--- src/rtl/regfile_scoreboard.sv ---
// regfile_scoreboard: zero-latency register scoreboard; define SCOREBOARD_WB_BYPASS_EN for same-cycle writeback bypass
module regfile_scoreboard #(
  parameter int XLEN              = 32,
  parameter int REG_FILE_DEPTH    = 32,
  parameter int REG_FILE_ADDR_LEN = $clog2(REG_FILE_DEPTH)
) (
  input  logic                         clk,
  input  logic                         rst_n,
  input  logic                         instr_valid,
  output logic                         instr_ready,
  input  logic [REG_FILE_ADDR_LEN-1:0] rs1,
  input  logic [REG_FILE_ADDR_LEN-1:0] rs2,
  input  logic [REG_FILE_ADDR_LEN-1:0] rd,
  input  logic                         rs1_used,
  input  logic                         rs2_used,
  input  logic                         rd_wen,
  output logic                         issue_valid,
  input  logic                         issue_ready,
  input  logic                         wb_valid,
  input  logic [REG_FILE_ADDR_LEN-1:0] wb_rd,
  output logic [REG_FILE_DEPTH-1:0]    busy_vec,
  output logic [REG_FILE_ADDR_LEN:0]   pending_cnt,
  output logic                         wb_err
);
  localparam logic [REG_FILE_DEPTH-1:0] ONE = {{(REG_FILE_DEPTH-1){1'b0}}, 1'b1};

  if (XLEN < 1) begin : g_bad_xlen
    $error("XLEN must be positive");
  end

  logic [REG_FILE_DEPTH-1:0]  busy_eff, set_vec, clr_vec, busy_nxt;
  logic [REG_FILE_ADDR_LEN:0] cnt_nxt;
  logic                       hazard, fire, err_nxt;

`ifdef SCOREBOARD_WB_BYPASS_EN
  assign busy_eff = busy_vec & ~(wb_valid ? ONE << wb_rd : '0);
`else
  assign busy_eff = busy_vec;
`endif

  assign hazard      = instr_valid & ((rs1_used & busy_eff[rs1]) | (rs2_used & busy_eff[rs2]) | (rd_wen & busy_eff[rd]));
  assign issue_valid = instr_valid & ~hazard;
  assign instr_ready = ~hazard & issue_ready;
  assign fire        = instr_valid & instr_ready;
  assign set_vec     = (fire & rd_wen & (rd != '0)) ? ONE << rd : '0;
  assign clr_vec     = (wb_valid & (wb_rd != '0)) ? ONE << wb_rd : '0;
  assign busy_nxt    = (busy_vec & ~clr_vec) | set_vec;
  assign err_nxt     = wb_err | (wb_valid & (wb_rd != '0) & ~busy_vec[wb_rd]);

  // population count of the next busy vector so pending_cnt tracks busy_vec exactly
  always_comb begin
    cnt_nxt = '0;
    for (int i = 0; i < REG_FILE_DEPTH; i++) cnt_nxt = cnt_nxt + {{REG_FILE_ADDR_LEN{1'b0}}, busy_nxt[i]};
  end

  // scoreboard state: busy bits, their count and the sticky writeback error
  always_ff @(posedge clk) begin
    if (!rst_n) begin
      busy_vec    <= '0;
      pending_cnt <= '0;
      wb_err      <= 1'b0;
    end else begin
      busy_vec    <= busy_nxt;
      pending_cnt <= cnt_nxt;
      wb_err      <= err_nxt;
    end
  end
endmodule

--- config.mk ---
export PLATFORM = sky130hd
export DESIGN_NAME = regfile_scoreboard
export DESIGN_NICKNAME = d
export VERILOG_FILES = /design/src/rtl/regfile_scoreboard.sv
export SDC_FILE = /design/constraint.sdc
export NUM_CORES = 1
export LEC_CHECK = 0
export ABC_AREA = 1
export CORE_MARGIN = 3
export CORE_UTILIZATION = 30
export CTS_CLUSTER_SIZE = 16
export DETAILED_ROUTE_END_ITERATION = 12
export GPL_ROUTABILITY_DRIVEN = 0
export HOLD_SLACK_MARGIN = 0.12
export SYNTH_ARGS = -nofsm -noshare
export SYNTH_HDL_FRONTEND = slang
export SYNTH_SLANG_ARGS = --single-unit
--- constraint.sdc ---
create_clock -name clk -period 7.9 [get_ports clk]
set_clock_uncertainty 0.2 [all_clocks]
set_input_delay 1.185 -clock clk [delete_from_list [all_inputs] [get_ports clk]]
set_output_delay 1.185 -clock clk [all_outputs]
set_load 0.03 [all_outputs]
==> results.txt <==
----------------------------------------------------
[STA]
  Number of pins with negative max-slew slack in the final report ... 0
  Transition time of the tightest slew-check pin ... 1.10 ns
  Final sum of negative setup slack ... 0 ns
  Relative max-transition margin ... 25.9%
  Worst Slack Setup Final ... 0.419 ns
  Tightest hold margin ... 0.302 ns
  Maximum clock rate ... 134 MHz
  Number of failing setup endpoints in the final timing report ... 0
  Post-route fraction of the period consumed by the critical path ... 94.7%
  Hold violation count in the final report ... 0
  Minimum period implied by the final worst setup slack ... 7.48 ns
  Unrepaired setup endpoints after global routing ... no

[Clock tree]
  Clock tree root buffer cell ... clkbuf_16
  Clock sink count ... 39
  Number of buffers created by CTS ... 5
  Number of buffers on the longest clock path ... 2
  Clock transition time at the flip-flop clock pins of the worst setup and hold paths ... 0.06 ns
  Total number of H-tree levels ... 2
  Number of hold buffers added after CTS ... 0
  Clock latency on the worst-skew pair ... 0.29 ns
  Clock tree from TritonCTS ... yes

[Critical path]
  CP dominant cell by count ... fa_1
  Startpoint type of the worst setup path ... input port
  Critical Path RT ... 7.88 ns
  Kind of capture point of the worst setup path ... flop
  Highest fanout seen on the critical path ... 16
  Critical R2R Launch ... busy_vec[9]
  Crit path kind ... input port to flop
  R2R setup slack ... 1.38 ns
  Slowest Stage Delay on Critical Path ... 0.58 ns
  Length in cells of the worst reg-to-reg path ... 29
  Endpoint arrival time on the critical path ... 7.46 ns
  End of the worst register-to-register path ... pending_cnt[4]
  Worst-path cell with the longest stage delay ... fa_1

[Hold path]
  Depth of the worst hold-timing path ... 2
  Hold Path Origin ... wb_err
  Hold Crit Class ... flop to flop
  Worst Hold Endpoint ... wb_err

[Cells and area]
  Layout cell share with drive strength beyond 1 ... 6.52%
  Layout area overhead ... 26.5%
  Non-filler instance count after layout ... 893
  Number of antenna diodes ... 0
  Fin area ... 5140 sq um
  Filler Cell Count ... 1383
  Final standard cell utilization of the core ... 39.8%
  NumNets Final ... 779

[Logic synthesis]
  Synth async-reset ratio ... 0%
  Per-instance average area after synthesis ... 6.21 sq um
  Fraction of synthesized cell area in xor and xnor cells ... 0%
  Main area contributors after synthesis ... dfxtp_1 (19%), nand2_1 (15%), fa_1 (12%)
  Flip-flop and latch count after synthesis ... 39
  Register area share after synthesis ... 19.2%
  Yosys warnings ... 0
  Area fraction of the dominant cell type after synthesis ... 19.2%
  Number of different library cells in the post-synthesis netlist ... 34
  Number of enable-type register cells in the synthesized netlist ... 0
  Number of standard cells after synthesis ... 654
  Area share of and/or/nand/nor cells after synthesis ... 40.3%
  Synth Area in Compound Gates ... 12.5%
  Share of cell area taken by muxes after synthesis ... 0%
  Post-synthesis cell area ... 4060 sq um
  Primary FF master, synth ... dfxtp_1
  Post-synth top area cell ... dfxtp_1
  Largest family of logic cells by synthesized area ... simple AND/OR/NAND/NOR gates
  Arithmetic-cell share of the synthesized area counting full adders, half adders and majority gates ... 14.0%
  Mapped Nets ... 713

[Placement]
  Cells after DPL ... 881
  Half-perimeter wire length after detailed placement ... 12.3 mm
  Post-Place Setup Slack ... 0.0405 ns
  Quantity of I/O buffers inserted on ports ... 68
  Total placed instance area ... 4900 sq um

[Floorplan]
  Total Die Area ... 15000 sq um
  Die outline height ... 122 um
  Horizontal die dimension ... 122 um
  # IOs ... 69
  Placeable Area ... 12900 sq um
  Starting density of the core ... 31.4%
  Total number of placement rows ... 41

[Power and ir drop]
  Tot Pwr ... 0.588 mW
  Ratio of total power to cell area ... 114 nW/um^2
  P_leak ... 2.26 nW
  Worst vdd ir ... 0.0908 mV

[GRT]
  GRT Total Usage ... 21.8%
  Total global routing overflow ... 0
  Initial antenna violation count ... 0
  Number of global-route vias before repair ... 4632
  Global-route wire length before repair ... 25.4 mm
  Maximum number of pins on one net before global-route repair ... 36

[Routing]
  Post-route ant nets ... 0
  Total wire length ... 16.4 mm
  DRC Markers ... 0
  Via count normalized by instance count ... 5.52
  Post-detailed-route wirelength per cell ... 18.4 um
  Routed via count ... 4930
  Initial DRT Pass Iterations ... 5
  Initial DRC count ... 597

[Status]
  Status ... finished, final reports clean

[Job]
  Max-cap violations ... 0

----------------------------------------------------
[worst max-delay path by stage]
| stage | to | cells past startpoint | slack, ns | start |
|---|---|---|---|---|
| 2_1_floorplan | pending_cnt[4] | 31 | 1.05 | rs2[0] |
| 3_3_place_gp | pending_cnt[5] | 31 | 0.07 | rd[0] |
| 3_5_place_dp | pending_cnt[4] | 30 | 0.04 | rs1[0] |
| 4_1_cts | pending_cnt[4] | 30 | 0.32 | rd[1] |
| 5_1_grt | pending_cnt[5] | 33 | 0.0007 | rs1[0] |
| 6_report | pending_cnt[4] | 31 | 0.42 | rs1[0] |
[report_power, final]
part,switching [mW],internal [mW]
logic,0.0778,0.0451
clock network,0.0842,0.181
registers,0.00158,0.198
total,0.164,0.424
[cell usage after synthesis, drive strengths merged, types with 5 or more instances]
cell type,instances
dfxtp,39
o21ai,38
buf,19
nand2,166
clkbuf,12
fa,24
nor4,5
a21oi,43
ha,7
nor2,56
nand4,39
nand3,88
inv,95
[critical path: cells and delay by family]
kind                     cells  cell delay (ns)
buffers and inverters        8             1.33
AND/OR/NAND/NOR             11             0.99
adder cells (fa/ha/maj)      8             3.49
AO/OA/AOI/OAI                4             0.45
[cells in the final DEF (no fill, tap or decap), types with 7 or more instances in the layout]
master	netlist	final
ha_1	7	7
a21oi_1	43	43
fa_1	24	24
dfxtp_1	39	39
buf_4	4	22
clkdlybuf4s50_1	0	67
inv_1	91	89
nand3_1	88	88
o21ai_0	38	38
nand2_1	165	163
nand4_1	33	33
nor2_1	54	54
[final cells by class]
| cell class | instances | area [sq um] | share of cell area, % |
|---|---|---|---|
| flip-flops and latches | 39 | 781 | 15.2 |
| repair buffers | 91 | 868 | 16.9 |
| clock buffers | 6 | 129 | 2.51 |
| well taps | 172 | 215 | 4.18 |
| clock inverters | 2 | 60.1 | 1.17 |
| multi-input cells | 486 | 2720 | 52.9 |
| inverters | 97 | 370 | 7.20 |
[layer usage]
layer	global-route usage (%)	up-vias	wire length [um]
met1	28.0	2297	6410
li1	-	2270	-
met4	11.1	0	863
met3	4.01	66	1610
met2	35.0	297	7530
met5	0	-	0
[timing repair]
action / CTS / global route
resized for setup: 0 / 6
setup endpoints to repair: 0 / 3
buffers inserted: 0 / 4
[cells by family after synthesis]
logic type	count (synthesis)
and+or+nand+nor	360
buffers and inverters	129
AOI/OAI and AO/OA	95
adders and majority gates	31
DFF	39
[flip-flops by register name (all words and copies together) (netlist names)]
name	count
pending_cnt	6
busy_vec	32
wb_err	1
Note: power is estimated with default switching activity, not from simulation.
